--- src/rtl/spi_pkg.sv ---
// Shared types and constants for the SPI register-bank peripheral.
// Frame layout helper plus FSM encoding; no logic, no latency, no backpressure.
package spi_pkg;

    typedef enum logic [1:0] {
        ST_IDLE = 2'd0,
        ST_CMD  = 2'd1,
        ST_DATA = 2'd2,
        ST_DONE = 2'd3
    } spi_state_e;

    localparam logic RW_WRITE = 1'b1;
    localparam logic RW_READ  = 1'b0;

    function automatic int frame_w(input int addr_w, input int data_w);
        return 1 + addr_w + data_w;
    endfunction

endpackage

--- src/rtl/spi_sync_edge.sv ---
// Resynchronises async sclk/ncs/copi into clk and derives sclk rise/fall pulses.
// Latency: SYNC_STAGES clks to the synced level, edge pulse in that same cycle; no backpressure.
module spi_sync_edge #(
    parameter int SYNC_STAGES = 2
) (
    input  logic clk,
    input  logic rst_n,
    input  logic sclk,
    input  logic ncs,
    input  logic copi,
    output logic ncs_s,
    output logic copi_s,
    output logic sclk_rise,
    output logic sclk_fall
);

    logic [SYNC_STAGES-1:0] sclk_q;
    logic [SYNC_STAGES-1:0] ncs_q;
    logic [SYNC_STAGES-1:0] copi_q;
    logic                   sclk_prev_q;

    // ncs chain resets high so the bus looks deselected while coming out of reset
    always_ff @(posedge clk or negedge rst_n) begin
        if (!rst_n) begin
            sclk_q      <= '0;
            ncs_q       <= '1;
            copi_q      <= '0;
            sclk_prev_q <= 1'b0;
        end else begin
            sclk_q      <= {sclk_q[SYNC_STAGES-2:0], sclk};
            ncs_q       <= {ncs_q[SYNC_STAGES-2:0], ncs};
            copi_q      <= {copi_q[SYNC_STAGES-2:0], copi};
            sclk_prev_q <= sclk_q[SYNC_STAGES-1];
        end
    end

    assign ncs_s     = ncs_q[SYNC_STAGES-1];
    assign copi_s    = copi_q[SYNC_STAGES-1];
    assign sclk_rise = sclk_q[SYNC_STAGES-1] & ~sclk_prev_q;
    assign sclk_fall = ~sclk_q[SYNC_STAGES-1] & sclk_prev_q;

endmodule

--- src/rtl/spi_regbank_peripheral.sv ---
// SPI mode-0 slave exposing NUM_REGS config registers with readback, write strobes and error pulse.
// Latency: commit one clk after the last synced sclk rise; no backpressure (controller-paced SPI).
module spi_regbank_peripheral
    import spi_pkg::*;
#(
    parameter int NUM_REGS    = 5,
    parameter int DATA_W      = 8,
    parameter int ADDR_W      = 7,
    parameter int SYNC_STAGES = 2
) (
    input  logic                       clk,
    input  logic                       rst_n,
    input  logic                       sclk,
    input  logic                       ncs,
    input  logic                       copi,
    output logic                       cipo,
    output logic                       cipo_oe,
    output logic [NUM_REGS*DATA_W-1:0] regs_flat,
    output logic [NUM_REGS-1:0]        wr_strobe,
    output logic                       err_pulse
);

    localparam int                FRAME_W = frame_w(ADDR_W, DATA_W);
    localparam int                CNT_W   = $clog2(FRAME_W + 1);
    localparam logic [ADDR_W:0]   ADDR_LIM = (ADDR_W + 1)'(NUM_REGS);

    logic ncs_s, copi_s, sclk_rise, sclk_fall;

    spi_sync_edge #(
        .SYNC_STAGES (SYNC_STAGES)
    ) u_sync (
        .clk       (clk),
        .rst_n     (rst_n),
        .sclk      (sclk),
        .ncs       (ncs),
        .copi      (copi),
        .ncs_s     (ncs_s),
        .copi_s    (copi_s),
        .sclk_rise (sclk_rise),
        .sclk_fall (sclk_fall)
    );

    spi_state_e            state_q, state_d;
    logic [CNT_W-1:0]      cnt_q, cnt_d;
    logic [FRAME_W-1:0]    shift_q, shift_d;
    logic [DATA_W-1:0]     shadow_q, shadow_d;
    logic                  rd_q, rd_d;
    logic                  cipo_q, cipo_d;
    logic                  err_q, err_d;
    logic [NUM_REGS-1:0]   wr_strobe_q, wr_strobe_d;
    logic [DATA_W-1:0]     regs_q [NUM_REGS];

    logic [FRAME_W-1:0]    shift_in;
    logic [ADDR_W-1:0]     cmd_addr, frm_addr;
    logic                  cmd_rw, frm_rw;
    logic [DATA_W-1:0]     frm_data;
    logic [DATA_W-1:0]     rd_val;
    logic                  wr_en;
    logic [CNT_W-1:0]      cnt_inc;

    // The word as it will look once the bit being sampled this cycle is shifted in
    assign shift_in = {shift_q[FRAME_W-2:0], copi_s};
    assign cmd_rw   = shift_in[ADDR_W];
    assign cmd_addr = shift_in[ADDR_W-1:0];
    assign frm_rw   = shift_in[FRAME_W-1];
    assign frm_addr = shift_in[FRAME_W-2 -: ADDR_W];
    assign frm_data = shift_in[DATA_W-1:0];
    assign cnt_inc  = (cnt_q == CNT_W'(FRAME_W)) ? cnt_q : cnt_q + CNT_W'(1);

    always_comb begin
        rd_val = '0;
        for (int r = 0; r < NUM_REGS; r++) begin
            if (cmd_addr == ADDR_W'(r)) rd_val = regs_q[r];
        end
    end

    always_comb begin
        state_d  = state_q;
        cnt_d    = cnt_q;
        shift_d  = shift_q;
        shadow_d = shadow_q;
        rd_d     = rd_q;
        cipo_d   = (state_q == ST_DATA && rd_q) ? cipo_q : 1'b0;
        err_d    = 1'b0;
        wr_en    = 1'b0;
        if (ncs_s) begin
            state_d  = ST_IDLE;
            cnt_d    = '0;
            shift_d  = '0;
            shadow_d = '0;
            rd_d     = 1'b0;
            cipo_d   = 1'b0;
        end else begin
            case (state_q)
                ST_IDLE: begin
                    state_d = ST_CMD;
                    rd_d    = 1'b0;
                end
                ST_CMD: begin
                    if (sclk_rise) begin
                        shift_d = shift_in;
                        cnt_d   = cnt_inc;
                        if (cnt_q == CNT_W'(ADDR_W)) begin
                            state_d = ST_DATA;
                            rd_d    = (cmd_rw == RW_READ);
                            if (cmd_rw == RW_READ) begin
                                if ({1'b0, cmd_addr} < ADDR_LIM) begin
                                    shadow_d = rd_val;
                                end else begin
                                    shadow_d = '0;
                                    err_d    = 1'b1;
                                end
                            end
                        end
                    end
                end
                ST_DATA: begin
                    if (rd_q && sclk_fall) begin
                        cipo_d   = shadow_q[DATA_W-1];
                        shadow_d = {shadow_q[DATA_W-2:0], 1'b0};
                    end
                    if (sclk_rise) begin
                        shift_d = shift_in;
                        cnt_d   = cnt_inc;
                        if (cnt_q == CNT_W'(FRAME_W - 1)) begin
                            state_d = ST_DONE;
                            if (frm_rw == RW_WRITE) begin
                                if ({1'b0, frm_addr} < ADDR_LIM) wr_en = 1'b1;
                                else                              err_d = 1'b1;
                            end
                        end
                    end
                end
                default: ; // DONE: surplus sclk rises are ignored until ncs rises
            endcase
        end
    end

    always_comb begin
        wr_strobe_d = '0;
        for (int r = 0; r < NUM_REGS; r++) begin
            wr_strobe_d[r] = wr_en && (frm_addr == ADDR_W'(r));
        end
    end

    always_ff @(posedge clk or negedge rst_n) begin
        if (!rst_n) begin
            state_q     <= ST_IDLE;
            cnt_q       <= '0;
            shift_q     <= '0;
            shadow_q    <= '0;
            rd_q        <= 1'b0;
            cipo_q      <= 1'b0;
            err_q       <= 1'b0;
            wr_strobe_q <= '0;
        end else begin
            state_q     <= state_d;
            cnt_q       <= cnt_d;
            shift_q     <= shift_d;
            shadow_q    <= shadow_d;
            rd_q        <= rd_d;
            cipo_q      <= cipo_d;
            err_q       <= err_d;
            wr_strobe_q <= wr_strobe_d;
        end
    end

    always_ff @(posedge clk or negedge rst_n) begin
        if (!rst_n) begin
            for (int r = 0; r < NUM_REGS; r++) regs_q[r] <= '0;
        end else begin
            for (int r = 0; r < NUM_REGS; r++) begin
                if (wr_strobe_d[r]) regs_q[r] <= frm_data;
            end
        end
    end

    for (genvar g = 0; g < NUM_REGS; g++) begin : g_flat
        assign regs_flat[g*DATA_W +: DATA_W] = regs_q[g];
    end

    assign cipo      = cipo_q;
    assign cipo_oe   = ~ncs_s;
    assign wr_strobe = wr_strobe_q;
    assign err_pulse = err_q;

endmodule

--- config.mk ---
export PLATFORM = sky130hd
export DESIGN_NAME = spi_regbank_peripheral
export DESIGN_NICKNAME = d
export VERILOG_FILES = /design/src/rtl/spi_pkg.sv /design/src/rtl/spi_sync_edge.sv /design/src/rtl/spi_regbank_peripheral.sv
export SDC_FILE = /design/constraint.sdc
export NUM_CORES = 1
export LEC_CHECK = 0
export BUFFER_PORTS_ARGS = -buffer_cell sky130_fd_sc_hd__buf_2
export CAP_MARGIN = 10
export CORE_MARGIN = 5
export CORE_UTILIZATION = 55
export CTS_CLUSTER_DIAMETER = 120
export DETAILED_ROUTE_END_ITERATION = 6
export GPL_TIMING_DRIVEN = 1
export PLACE_DENSITY_LB_ADDON = 0.3
export SETUP_SLACK_MARGIN = 0.5
export SYNTH_ARGS = -nofsm -noshare
export SYNTH_HDL_FRONTEND = slang
export SYNTH_SLANG_ARGS = --single-unit
--- constraint.sdc ---
create_clock -name clk -period 2.9 [get_ports clk]
set_input_delay 0.58 -clock clk [delete_from_list [all_inputs] [get_ports clk]]
set_output_delay 0.58 -clock clk [all_outputs]
set_load 0.02 [all_outputs]
## Word level (Yosys, flattened, before mapping)

Index checks and enable logic that the tools add are counted.

| storage, ports and cells | value |
|---|---|
| bits of input ports | 5 |
| bits in registers | 85 |
| output and inout bits | 48 |

| cells by class | value |
|---|---|
| reductions and logical operators | 21 |
| add/sub/neg operators | 1 |
| equal/unequal tests | 20 |
| mux-type cells | 49 |
| order comparisons | 2 |
| bitwise gates (word level) | 6 |

Operators with widths:

| operator | count |
|---|---|
| $mux W8 | 11 |
| $mux W15 | 3 |
| $eq A7 B2 Y1 const B | 4 |
| $mux W1 | 22 |
| $mux W5 | 4 |
| $pmux W8 S2 | 1 |
| $eq A7 B1 Y1 const B | 2 |
| $eq A7 B3 Y1 const B | 2 |
| $logic_not A7 Y1 | 2 |
| $lt A7 B3 Y1 const B | 2 |
| $ne A3 B2 Y1 const B | 4 |
| $mux W2 | 5 |
| $reduce_and A5 Y1 | 2 |
| $logic_and A1 B1 Y1 | 7 |
| $ne A3 B1 Y1 const B | 2 |
| $pmux W2 S3 | 1 |
| $reduce_and A3 Y1 | 2 |
| $reduce_bool A3 Y1 | 2 |
| $add A5 B1 Y5 const B | 1 |
| $eq A5 B3 Y1 const B | 1 |
| $eq A5 B4 Y1 const B | 1 |
| $eq A5 B5 Y1 const B | 1 |
| $not A1 Y1 | 4 |
| $pmux W1 S2 | 2 |
| 9 further kinds | 11 |

## Depth between registers and ports, before layout

Gate-level depths: netlist (run 1).

| logic depth | value |
|---|---|
| word-level depth | 12 |
| mapped depth | 8 |
| mapped depth without buffers | 7 |

## Cells and area by module

Synthesis (run 1) repeated with hierarchy kept, for this count alone.

| unflattened totals | value |
|---|---|
| cells, all modules | 309 |
| area total of the unflattened synthesis | 3,836.2 µm² |

By module, submodules not included:

| module | times used | area an instance (µm²) | cells an instance | sequential area each (µm²) |
|---|---|---|---|---|
| spi_regbank_peripheral | 1 | 3,643.5 | 300 | 1,951.9 |
| spi_sync_edge | 1 | 192.7 | 9 | 177.7 |

## Least setup slack after synthesis (run 1)

Ideal clock, no wire load.

| timing path | value |
|---|---|
| path kind | reg2reg |
| start | register cnt_q[0] |
| end | register regs_q, in the netlist regs_flat[0] |
| clock period less this slack | 2.010 ns |
| arrival time | 1.885 ns |
| path slack | 0.890 ns |
| buffers on the path | 0 |
| stages on the path, launching flop included | 8 |
| data required time | 2.775 ns |
| path through | dfrtp_1 -> ha_1 -> and3_1 -> ha_1 -> nand2_1 -> nor4_4 -> nand3_2 -> mux2_2 |

| between the ends | value |
|---|---|
| longest elaborated chain between the ends | 6 |

RTL lines:

| item | RTL line | source |
|---|---|---|
| start: declaration | spi_regbank_peripheral.sv:44 | `logic [CNT_W-1:0] cnt_q, cnt_d;` |
| start signal: assignment | spi_regbank_peripheral.sv:158 | `cnt_q <= cnt_d;` |
| $eq A5 B4 Y1 | spi_regbank_peripheral.sv:125 | `if (cnt_q == CNT_W'(FRAME_W - 1)) begin` |
| $mux W1 | spi_regbank_peripheral.sv:125 |  |
| $mux W1 | spi_regbank_peripheral.sv:122 | `if (sclk_rise) begin` |
| $mux W1 | spi_regbank_peripheral.sv:94 | `case (state_q)` |
| $mux W1 | spi_regbank_peripheral.sv:86 | `if (ncs_s) begin` |
| $logic_and A1 B1 Y1 | spi_regbank_peripheral.sv:142 | `wr_strobe_d[r] = wr_en && (frm_addr == ADDR_W'(r));` |
| end signal: indexed assignment | spi_regbank_peripheral.sv:173 | `if (wr_strobe_d[r]) regs_q[r] <= frm_data;` |
| end: declaration | spi_regbank_peripheral.sv:51 | `logic [DATA_W-1:0] regs_q [NUM_REGS];` |

Every way passes these cells.
A chain may end at the register's enable or synchronous reset.

## Worst setup path after layout (run 1)

Ends and elaborated chain as after synthesis.

==> results of run 1 <==
[kinds of logic after synthesis]
family | Yosys count | share of synthesized area [%]
flip-flops | 85 | 55.3
multiplexers | 58 | 16.8
AO/OA/AOI/OAI | 59 | 12.0
AND/OR/NAND/NOR | 69 | 11.3
buffers and inverters | 24 | 2.63
adder cells (fa/ha/maj) | 6 | 1.95
[routing by layer]
| metal | routed length, um | GRT usage [%] |
|---|---|---|
| met1 | 3890 | 29.4 |
| met2 | 3880 | 30.0 |
| met3 | 558 | 5.93 |
| met4 | 65 | 5.78 |
| met5 | 0 | 0 |
[worst max-delay path by stage]
stage,endpoint,cells after the start,startpoint
global placement,regs_flat[24]$_DFFE_PN0P_,7,cnt_q[0]$_DFFE_PN0P_
floorplan,regs_flat[0]$_DFFE_PN0P_,7,cnt_q[0]$_DFFE_PN0P_
global route,regs_flat[37]$_DFFE_PN0P_,8,cnt_q[0]$_DFFE_PN0P_
detailed placement,regs_flat[26]$_DFFE_PN0P_,7,cnt_q[0]$_DFFE_PN0P_
finish,regs_flat[0]$_DFFE_PN0P_,8,cnt_q[0]$_DFFE_PN0P_
CTS,regs_flat[24]$_DFFE_PN0P_,7,cnt_q[0]$_DFFE_PN0P_
[power groups by stage]
stage                     registers [W]  logic (W)  clock network [W]
after floorplan                 0.00125   0.000266                  0
after global placement          0.00127   0.000333                  0
after detailed placement        0.00127   0.000338                  0
after CTS                       0.00125   0.000339           0.000781
after global routing            0.00126   0.000388           0.000825
final                           0.00125   0.000339           0.000764
[through the flow]
step           utilization [%]  hold WS (ps)  setup slack, ps
5_1_grt                   64.9           292              503
3_5_place_dp              62.0           342              590
3_3_place_gp              62.0           334              696
2_1_floorplan                -           284              890
4_1_cts                   64.6           294              573
6_report                  64.9           313              639
[state kept, by name, indices dropped and copies added, names as in the netlist]
| signal | flops |
|---|---|
| cnt_q | 5 |
| cipo | 1 |
| u_sync.sclk_prev_q | 1 |
| u_sync.copi_q | 2 |
| rd_q | 1 |
| err_pulse | 1 |
| u_sync.ncs_q | 2 |
| state_q | 2 |
| u_sync.sclk_q | 2 |
| wr_strobe | 5 |
| shift_q | 15 |
| regs_flat | 40 |
| shadow_q | 8 |
[cell type report]
| class | count | area share, % |
|---|---|---|
| multi-input cells | 192 | 36.9 |
| inverters | 9 | 0.766 |
| flip-flops and latches | 85 | 48.3 |
| clock buffers | 12 | 3.29 |
| repair buffers | 60 | 7.32 |
| clock inverters | 4 | 0.709 |
| well taps | 96 | 2.72 |
[worst register-to-register path, stage by stage (launching register included)]
cell     delay, ps
dfrtp_1        410
ha_1           220
and3_1         160
ha_1           220
nand2_1        110
nor4_4         250
buf_4          190
nand3_2        220
mux2_2         360
[cell usage after synthesis (4+ instances only)]
master,count
ha_1,6
nand2_1,15
o21ai_0,7
a21oi_1,5
nand2b_1,4
nor2_1,11
nor3_1,5
inv_1,9
nor2b_1,5
nor3b_1,4
a221o_1,7
dfrtp_1,83
a22oi_1,5
mux2i_1,5
a211oi_1,6
mux2_2,53
a22o_1,16
clkbuf_1,11
[repair_timing]
item | in CTS | in global routing
buffers inserted | 0 | 2
resized for setup | 0 | 2
endpoints found under the setup margin | 0 | 30
hold buffers | 0 | 0
==> results_tabular.tex, run 1 <==
\begin{tabular}{lr}
\hline
Metric & Value \\
\hline
\multicolumn{2}{l}{\textbf{Run status}} \\
Status & finished, final reports clean \\
\multicolumn{2}{l}{\textbf{Finish}} \\
Most common cell after layout, fill and taps aside & dfrtp\_1 \\
Final-layout fill cell count & 523 \\
Count of placed standard cells in the final layout, fillers left out & 458 \\
Synthesis-to-finish area growth & 14.5\% \\
ANT cells & 0 \\
Net count of the finished layout & 368 \\
Share of cells above drive strength 1 & 38.1\% \\
Total area of sequential cells & 0.00213 sq mm \\
Multi-input combinational cell area & 0.00163 sq mm \\
Final design instance area without fill & 0.00441 sq mm \\
Commonest cells after routing, fill and taps aside & dfrtp\_1, mux2\_2, buf\_2, a22o\_1, nand2\_1 \\
\multicolumn{2}{l}{\textbf{Logic synthesis}} \\
Register bit count reported by yosys & 85 \\
Synth cell types & 45 \\
Top cell type by total area after synthesis & dfrtp\_1 \\
Async S/R FF share, synth & 100\% \\
Part of the Yosys area used for sequential elements & 55.3\% \\
Portion of synthesized cell area occupied by the leading cell type & 53.9\% \\
Number of nets produced by synthesis & 312 \\
Mean instance size in the synthesized netlist & 12.8 sq um \\
Post-Syn Area & 0.00385 sq mm \\
Number of warnings reported in the yosys synthesis log & 0 \\
Number of enable flip-flop cells after synthesis & 0 \\
Synth top area cells & dfrtp\_1, mux2\_2, a22o\_1 \\
Ys flop type & dfrtp\_1 \\
Gate Count Post-Synth & 301 \\
\multicolumn{2}{l}{\textbf{Timing}} \\
Maximum frequency from static timing analysis & 442 MHz \\
Final worst path period share & 78.0\% \\
Max-Slew Margin vs Limit & 31.7\% \\
Setup TNS after final layout & 0 ps \\
Min Clock Period, post-route & 2260 ps \\
Hold violation count in the final report & 0 \\
Slew at the pin closest to its max-slew limit & 1020 ps \\
Number of setup violations in the final report & 0 \\
Max-slew violation count & 0 \\
RSZ-0062 raised after global routing & false \\
Skew final & 14.5 ps \\
\multicolumn{2}{l}{\textbf{Placement}} \\
Post-detail-place hpwl & 5.68 mm \\
Placed cell count & 440 \\
Placer congestion estimate & 0.817 \\
DP Area & 0.00421 sq mm \\
Count of buffers from port buffering & 52 \\
\multicolumn{2}{l}{\textbf{Setup path}} \\
Data arrival time of the worst path & 2500 ps \\
R2r worst-path depth & 8 \\
R2r endpoint & regs\_flat[0]\$\_DFFE\_PN0P\_ \\
Kind of cell adding the most delay to the critical path & simple AND/OR/NAND/NOR gates \\
Crit-path max FO & 8 \\
Top cell by count, worst path & ha\_1 \\
Worst flop-to-flop path startpoint & cnt\_q[0]\$\_DFFE\_PN0P\_ \\
Worst path cell trace & ha\_1, and3\_1, ha\_1, nand2\_1, nor4\_4, buf\_4, nand3\_2, mux2\_2 \\
Kind of launch point of the worst setup path & register \\
Largest stage delay on the critical path & 410 ps \\
CP max stage cell & dfrtp\_1 \\
Kind of critical path & register to register \\
Number of buffer and inverter instances along the worst setup path & 1 \\
R2R setup slack & 640 ps \\
Data required, critical path & 3140 ps \\
Nature of the critical path endpoint & register \\
\multicolumn{2}{l}{\textbf{Pwr}} \\
Pwr per Cell Area & 534 mW/mm\^{}2 \\
Static power due to leakage & 2.22 nW \\
Proportion of power drawn by combinational gates & 14.4\% \\
Net Sw Power & 0.000688 W \\
Share of total power in sequential cells & 53.1\% \\
Worst VDD drop & 0.000287 V \\
Switching part of the total & 29.2\% \\
Internal portion of total power & 0.00167 W \\
Overall power of the completed layout & 0.00235 W \\
Part of the power in the clock network & 32.5\% \\
\multicolumn{2}{l}{\textbf{Detailed routing}} \\
Avg WL per Cell & 18.3 um \\
1st-iter DRT viols & 194 \\
Vias & 2,658 \\
Detail Route Antenna Nets & 0 \\
Total wire length after detailed routing & 8.39 mm \\
DR DRC count & 0 \\
Detailed Routing Iterations Pass 1 & 4 \\
Avg Vias per Cell & 5.80 \\
\multicolumn{2}{l}{\textbf{Clock tree}} \\
Max clock buf depth & 2 \\
Clock tree from TritonCTS & built \\
Clock latency on the worst-skew pair & 360 ps \\
CTS clock-pin slew for the worst setup and hold paths & 80 ps \\
Total clock buffers created by CTS & 9 \\
Sink Count & 85 \\
Clock root buffer master & clkbuf\_8 \\
H-tree levels & 3 \\
\multicolumn{2}{l}{\textbf{Floorplan}} \\
Floorplan row count & 30 \\
Die X & 93.7 um \\
Die Y & 93.7 um \\
Core Area & 0.00679 sq mm \\
I/O pin cnt & 53 \\
Initial cell density of the core & 56.7\% \\
Die Area & 0.00878 sq mm \\
\multicolumn{2}{l}{\textbf{GRT}} \\
Largest net degree at the start of global routing & 85 \\
Total congestion overflow after global routing & 0 \\
Initial antenna violation count & 0 \\
Number of global-route vias before repair & 2,622 \\
Total GRT Usage & 20.4\% \\
Global-route wire length before repair & 13.8 mm \\
\multicolumn{2}{l}{\textbf{Worst hold path}} \\
Hold/Removal Path Class & primary input to register \\
Worst Hold Depth & 1 \\
Worst hold endpoint & u\_sync.ncs\_q[0]\$\_DFF\_PN1\_ \\
Hold\_sp & ncs \\
\multicolumn{2}{l}{\textbf{Run}} \\
Number of maximum-capacitance violations & 0 \\
\hline
\end{tabular}
Power figures use the tool's default switching activity.
==> inputs of run 2 (changes only) <==
clock period = 2.3 ns   (was 2.9 ns; I/O delays follow)
==> results_tabular.tex, run 2 (synthesized netlist as in run 1, its figures left out) <==
\begin{tabular}{lr}
\hline
Metric & Value \\
\hline
\multicolumn{2}{l}{\textbf{Run status}} \\
Status & finished, final reports clean \\
\multicolumn{2}{l}{\textbf{Finish}} \\
Flip-flop count of the largest register after layout & 40 (unchanged) \\
Most common cell after layout, fill and taps aside & dfrtp\_1 \\
Final-layout fill cell count & 457 (-13\%) \\
Share of cells above drive strength 1 & 46.5\% (+8.4 points) \\
Net count of the finished layout & 389 (+5.7\%) \\
Synthesis-to-finish area growth & 25.0\% \\
Commonest cells after routing, fill and taps aside & dfrtp\_1, buf\_2, mux2\_2, buf\_4, a22o\_1 \\
ANT cells & 0 (unchanged) \\
\multicolumn{2}{l}{\textbf{Detailed routing}} \\
Avg Vias per Cell & 5.90 (+1.7\%) \\
1st-iter DRT viols & 214 (+10\%) \\
Vias & 2,826 (+6.3\%) \\
Detailed Routing Iterations Pass 1 & 4 (unchanged) \\
Total wire length after detailed routing & 9.02 mm (+7.5\%) \\
Avg WL per Cell & 18.8 um (+2.8\%) \\
DR DRC count & 0 (unchanged) \\
Detail Route Antenna Nets & 0 (unchanged) \\
\multicolumn{2}{l}{\textbf{Timing}} \\
Max-slew violation count & 0 (unchanged) \\
Max-Slew Margin vs Limit & 56.0\% (+24 points) \\
Setup TNS after final layout & 0 ps (unchanged) \\
Min Clock Period, post-route & 2010 ps (-249 ps) \\
Number of setup violations in the final report & 0 (unchanged) \\
Hold Slack & 73.3 ps (-239 ps) \\
RSZ-0062 raised after global routing & true \\
Skew final & 16.5 ps (+1.93 ps) \\
Hold violation count in the final report & 0 (unchanged) \\
Final worst path period share & 87.5\% (+9.5 points) \\
Slew at the pin closest to its max-slew limit & 657 ps (-367 ps) \\
Maximum frequency from static timing analysis & 497 MHz (+12\%) \\
\multicolumn{2}{l}{\textbf{GRT}} \\
Met2 layer usage reported by global route & 30.9\% (+0.95 points) \\
Peak-usage layer in the global routing report & met1 \\
Initial antenna violation count & 0 (unchanged) \\
Met1 demand-to-capacity share in global routing & 31.7\% (+2.3 points) \\
Largest net degree at the start of global routing & 48 (-44\%) \\
Total congestion overflow after global routing & 0 (unchanged) \\
Total GRT Usage & 21.9\% (+1.5 points) \\
Global-route wire length before repair & 14.8 mm (+7.3\%) \\
Number of global-route vias before repair & 2,789 (+6.4\%) \\
Met3 track utilization from global routing & 6.73\% (+0.80 points) \\
\multicolumn{2}{l}{\textbf{Setup path}} \\
Nature of the critical path endpoint & register \\
Worst path cell trace & ha\_2, and3\_4, ha\_4, nand2\_4, nor4\_4, buf\_6, nand4b\_4, mux2\_4 \\
Kind of cell adding the most delay to the critical path & simple AND/OR/NAND/NOR gates \\
Data required, critical path & 2550 ps (-590 ps) \\
CP max stage cell & dfrtp\_1 \\
Kind of launch point of the worst setup path & register \\
Largest stage delay on the critical path & 370 ps (-40 ps) \\
Data arrival time of the worst path & 2260 ps (-240 ps) \\
Kind of critical path & register to register \\
Number of buffer and inverter instances along the worst setup path & 1 (unchanged) \\
Crit-path max FO & 8 (unchanged) \\
\multicolumn{2}{l}{\textbf{Floorplan}} \\
Core Area & 0.00679 sq mm (unchanged) \\
Initial cell density of the core & 56.7\% (unchanged) \\
Die Y & 93.7 um (unchanged) \\
Die Area & 0.00878 sq mm (unchanged) \\
Floorplan row count & 30 (unchanged) \\
Die X & 93.7 um (unchanged) \\
I/O pin cnt & 53 (unchanged) \\
\multicolumn{2}{l}{\textbf{Placement}} \\
Placer congestion estimate & 0.892 (+9.2\%) \\
Count of buffers from port buffering & 52 (unchanged) \\
Post-detail-place hpwl & 5.96 mm (+4.9\%) \\
\multicolumn{2}{l}{\textbf{Clock tree}} \\
Max clock buf depth & 2 (unchanged) \\
Clock tree from TritonCTS & built \\
CTS clock-pin slew for the worst setup and hold paths & 100 ps (+20 ps) \\
Number of hold buffers added after cts & 0 (unchanged) \\
Clock root buffer master & clkbuf\_8 \\
Total clock buffers created by CTS & 9 (unchanged) \\
H-tree levels & 3 (unchanged) \\
Clock latency on the worst-skew pair & 360 ps (about the same) \\
Sink Count & 85 (unchanged) \\
\multicolumn{2}{l}{\textbf{Worst hold path}} \\
Hold/Removal Path Class & primary input to asynchronous set/reset pin \\
\multicolumn{2}{l}{\textbf{Pwr}} \\
Pwr per Cell Area & 689 mW/mm\^{}2 (+29\%) \\
Worst VDD drop & 0.000335 V (+17\%) \\
Static power due to leakage & 2.42 nW (+8.7\%) \\
\multicolumn{2}{l}{\textbf{Run}} \\
Number of maximum-capacitance violations & 0 (unchanged) \\
\hline
\end{tabular}
-- run 2: per-stage QoR --
stage | instance area (sq um) | total power, W | setup slack, ps | std cells | util, %
floorplan | 3890 | 0.00192 | 301 | 301 | -
global placement | 4330 | 0.00207 | 170 | 449 | 63.8
detailed placement | 4330 | 0.00208 | 97.7 | 449 | 63.8
CTS | 4660 | 0.00324 | 268 | 472 | 68.6
global route | 4810 | 0.00347 | 231 | 479 | 70.9
finish | 4810 | 0.00332 | 289 | 479 | 70.9
-- run 2: worst paths after layout --
| path | end | slack [ps] | cells after the start | startpoint |
|---|---|---|---|---|
| min | regs_flat[27]$_DFFE_PN0P_ | 70 | 1 | rst_n |
| max | regs_flat[9]$_DFFE_PN0P_ | 290 | 8 | cnt_q[1]$_DFFE_PN0P_ |
| max reg2reg | regs_flat[9]$_DFFE_PN0P_ | 290 | 8 | cnt_q[1]$_DFFE_PN0P_ |
| max in group asynchronous | u_sync.copi_q[1]$_DFF_PN0_ | 1620 | 2 | rst_n |
| min reg2reg | u_sync.sclk_q[1]$_DFF_PN0_ | 360 | 0 | u_sync.sclk_q[0]$_DFF_PN0_ |
| min in group clk | u_sync.ncs_q[0]$_DFF_PN1_ | 190 | 1 | ncs |
-- run 2: cell type report --
cell class	count	area, sq um	share of cell area, %
sequential	85	2130	44.3
timing repair buffer	81	524	10.9
multi-input combinational	192	1790	37.2
clock inverter	6	75.1	1.56
inverter	9	33.8	0.702
tap	96	120	2.49
clock buffer	10	138	2.86
-- run 2: per-layer routing --
layer,vias up,wire length (um),share of wire [%]
li1,1284,-,-
met1,1447,4120,46
met2,81,4200,47
met3,14,566,6.3
met4,0,134,1.5
met5,-,0,0
-- run 2: repair_timing --
item / in CTS / in global routing
setup endpoints to repair: 50 / 59
resized for setup: 12 / 19
gates cloned: 0 / 0
pin swaps: 5 / 6
buffers inserted: 7 / 7
-- run 2: worst reg2reg max path, delay by kind of cell (launching register included) --
family / cells / cell delay, ps
and+or+nand+nor: 4 / 660
DFF: 1 / 370
muxes: 1 / 370
adders and majority gates: 2 / 330
buffers and inverters: 1 / 170
-- run 2: power by group --
group          leakage (nW)  switching, W  internal [W]
Clock                 0.105      0.000567      0.000548
Sequential             1.16     0.0000401       0.00153
Combinational          1.15      0.000359      0.000274
Total                  2.42      0.000965       0.00235
==> inputs of run 3 (changes only) <==
BUFFER_PORTS_ARGS = -buffer_cell sky130_fd_sc_hd__buf_4   (was -buffer_cell sky130_fd_sc_hd__buf_2)
==> results_tabular.tex, run 3 (synthesized netlist as in run 1, its figures left out) <==
\begin{tabular}{lr}
\hline
Metric & Value \\
\hline
\multicolumn{2}{l}{\textbf{Run status}} \\
Status & finished, final reports clean \\
\multicolumn{2}{l}{\textbf{Timing}} \\
Final worst path period share & 89.3\% (+1.8 points) \\
Number of setup violations in the final report & 0 (unchanged) \\
Max-Slew Margin vs Limit & 51.7\% (-4.3 points) \\
Skew final & 13.0 ps (-3.42 ps) \\
Min Clock Period, post-route & 2050 ps (+41.9 ps) \\
Max-slew violation count & 0 (unchanged) \\
Hold violation count in the final report & 0 (unchanged) \\
Maximum frequency from static timing analysis & 487 MHz (-2.0\%) \\
RSZ-0062 raised after global routing & true \\
Setup TNS after final layout & 0 ps (unchanged) \\
Slew at the pin closest to its max-slew limit & 722 ps (+64.5 ps) \\
\multicolumn{2}{l}{\textbf{Clock tree}} \\
Max clock buf depth & 2 (unchanged) \\
Clock latency on the worst-skew pair & 370 ps (about the same) \\
Total clock buffers created by CTS & 9 (unchanged) \\
Sink Count & 85 (unchanged) \\
Clock tree from TritonCTS & built \\
H-tree levels & 3 (unchanged) \\
CTS clock-pin slew for the worst setup and hold paths & 90 ps (about the same) \\
Clock root buffer master & clkbuf\_8 \\
Number of hold buffers added after cts & 0 (unchanged) \\
\multicolumn{2}{l}{\textbf{Pwr}} \\
Internal portion of total power & 0.00231 W (-1.8\%) \\
Switching part of the total & 30.0\% (+0.92 points) \\
Net Sw Power & 0.000990 W (+2.6\%) \\
Part of the power in the clock network & 33.4\% (-0.2 points) \\
Pwr per Cell Area & 670 mW/mm\^{}2 (-2.8\%) \\
Proportion of power drawn by combinational gates & 19.0\% (about the same) \\
Share of total power in sequential cells & 47.6\% (+0.3 points) \\
Static power due to leakage & 2.40 nW (-0.80\%) \\
Worst VDD drop & 0.000354 V (+5.8\%) \\
\multicolumn{2}{l}{\textbf{Worst hold path}} \\
Hold/Removal Path Class & primary input to asynchronous set/reset pin \\
\multicolumn{2}{l}{\textbf{Finish}} \\
Total area of sequential cells & 0.00213 sq mm (unchanged) \\
Core occupancy in the finished layout & 72.5\% (+1.7 points) \\
Most common cell after layout, fill and taps aside & dfrtp\_1 \\
Net count of the finished layout & 389 (unchanged) \\
Synthesis-to-finish area growth & 28.0\% \\
ANT cells & 0 (unchanged) \\
Flip-flop count of the largest register after layout & 40 (unchanged) \\
Final-layout fill cell count & 439 (-3.9\%) \\
Commonest cells after routing, fill and taps aside & dfrtp\_1, buf\_4, mux2\_2, a22o\_1, nand2\_1 \\
Multi-input combinational cell area & 0.00180 sq mm (+0.21\%) \\
Share of cells above drive strength 1 & 47.0\% (+0.52 points) \\
\multicolumn{2}{l}{\textbf{Floorplan}} \\
Die X & 93.7 um (unchanged) \\
Die Y & 93.7 um (unchanged) \\
Floorplan row count & 30 (unchanged) \\
I/O pin cnt & 53 (unchanged) \\
Die Area & 0.00878 sq mm (unchanged) \\
Core Area & 0.00679 sq mm (unchanged) \\
Initial cell density of the core & 56.7\% (unchanged) \\
\multicolumn{2}{l}{\textbf{Setup path}} \\
Data arrival time of the worst path & 2310 ps (+50 ps) \\
Nature of the critical path endpoint & register \\
Crit-path max FO & 8 (unchanged) \\
Kind of critical path & register to register \\
Kind of launch point of the worst setup path & register \\
Data required, critical path & 2560 ps (about the same) \\
\multicolumn{2}{l}{\textbf{GRT}} \\
Total GRT Usage & 23.1\% (+1.2 points) \\
Total congestion overflow after global routing & 0 (unchanged) \\
Largest net degree at the start of global routing & 46 (-4.2\%) \\
Number of global-route vias before repair & 2,851 (+2.2\%) \\
Initial antenna violation count & 0 (unchanged) \\
Global-route wire length before repair & 15.4 mm (+4.0\%) \\
\multicolumn{2}{l}{\textbf{Placement}} \\
Post-detail-place hpwl & 6.11 mm (+2.5\%) \\
Placer congestion estimate & 0.832 (-6.7\%) \\
Count of buffers from port buffering & 52 (unchanged) \\
\multicolumn{2}{l}{\textbf{Detailed routing}} \\
DR DRC count & 0 (unchanged) \\
1st-iter DRT viols & 278 (+30\%) \\
Vias & 2,812 (-0.50\%) \\
Total wire length after detailed routing & 9.66 mm (+7.1\%) \\
Avg Vias per Cell & 5.87 (-0.50\%) \\
Avg WL per Cell & 20.2 um (+7.1\%) \\
Detail Route Antenna Nets & 0 (unchanged) \\
Detailed Routing Iterations Pass 1 & 4 (unchanged) \\
\multicolumn{2}{l}{\textbf{Run}} \\
Number of maximum-capacitance violations & 0 (unchanged) \\
\hline
\end{tabular}
-- run 3: cell count changes in the layout (fill, tap and decap cells not counted), moves of 2 or more --
cell    change
nor3_2      +2
buf_2      -51
nor3_1      -2
buf_4      +52
-- run 3: area by class of cell --
type | instances | share of cell area (%)
sequential | 85 | 43.3
multi-input combinational | 192 | 36.4
timing repair buffer | 81 | 13.0
clock buffer | 9 | 2.51
tap | 96 | 2.44
clock inverter | 7 | 1.62
inverter | 9 | 0.685
-- run 3: path summary, 6_finish.rpt --
check / start / end / slack (ps) / cells past startpoint
setup / recovery: cnt_q[1]$_DFFE_PN0P_ / regs_flat[35]$_DFFE_PN0P_ / 250 / 8
setup reg to reg: cnt_q[1]$_DFFE_PN0P_ / regs_flat[35]$_DFFE_PN0P_ / 250 / 8
hold reg to reg: u_sync.ncs_q[0]$_DFF_PN1_ / u_sync.ncs_q[1]$_DFF_PN1_ / 360 / 0
hold / removal: rst_n / shadow_q[7]$_DFFE_PN0P_ / 70 / 1
min in group clk: copi / u_sync.copi_q[0]$_DFF_PN0_ / 190 / 1
max in group asynchronous: rst_n / u_sync.copi_q[1]$_DFF_PN0_ / 1580 / 2
-- run 3: power groups by stage --
stage	Combinational [W]	Sequential, W	Clock (W)
6_report	0.000627	0.00157	0.00110
5_1_grt	0.000680	0.00157	0.00120
4_1_cts	0.000539	0.00157	0.00111
3_5_place_dp	0.000487	0.00160	0
3_3_place_gp	0.000474	0.00160	0
2_1_floorplan	0.000337	0.00158	0
-- run 3: layer usage --
metal | up-vias | track usage, % | part of all wire [%]
li1 | 1272 | - | -
met1 | 1434 | 30.8 | 43
met2 | 90 | 36.1 | 48
met3 | 16 | 5.77 | 6.9
met4 | 0 | 9.87 | 2.0
met5 | - | 0 | 0
-- run 3: timing repair --
| action | 4_1_cts | 5_1_grt |
|---|---|---|
| gates resized for setup | 17 | 16 |
| hold endpoints to repair | 0 | 0 |
| setup buffers | 6 | 8 |
| gates cloned | 0 | 0 |
| pin swaps | 6 | 8 |
| endpoints found under the setup margin | 52 | 58 |
-- run 3: per-stage QoR --
step / std cells / setup WS [ps] / hold slack (ps) / total power [W] / area, sq um
after floorplan: 301 / 301 / 164 / 0.00192 / 3890
after global placement: 449 / 170 / 335 / 0.00207 / 4460
after detailed placement: 449 / 82.9 / 338 / 0.00209 / 4460
after CTS: 471 / 251 / 79.7 / 0.00322 / 4800
after global routing: 479 / 186 / 111 / 0.00345 / 4930
final: 479 / 247 / 72.6 / 0.00330 / 4930
-- run 3: critical path: stages (launching register included) --
cell and delay, ps:
dfrtp_1 370, ha_2 190, and3_4 190, ha_4 150
nand4b_1 170, nor3_2 200, nor2b_4 190, buf_8 170
mux2_4 310
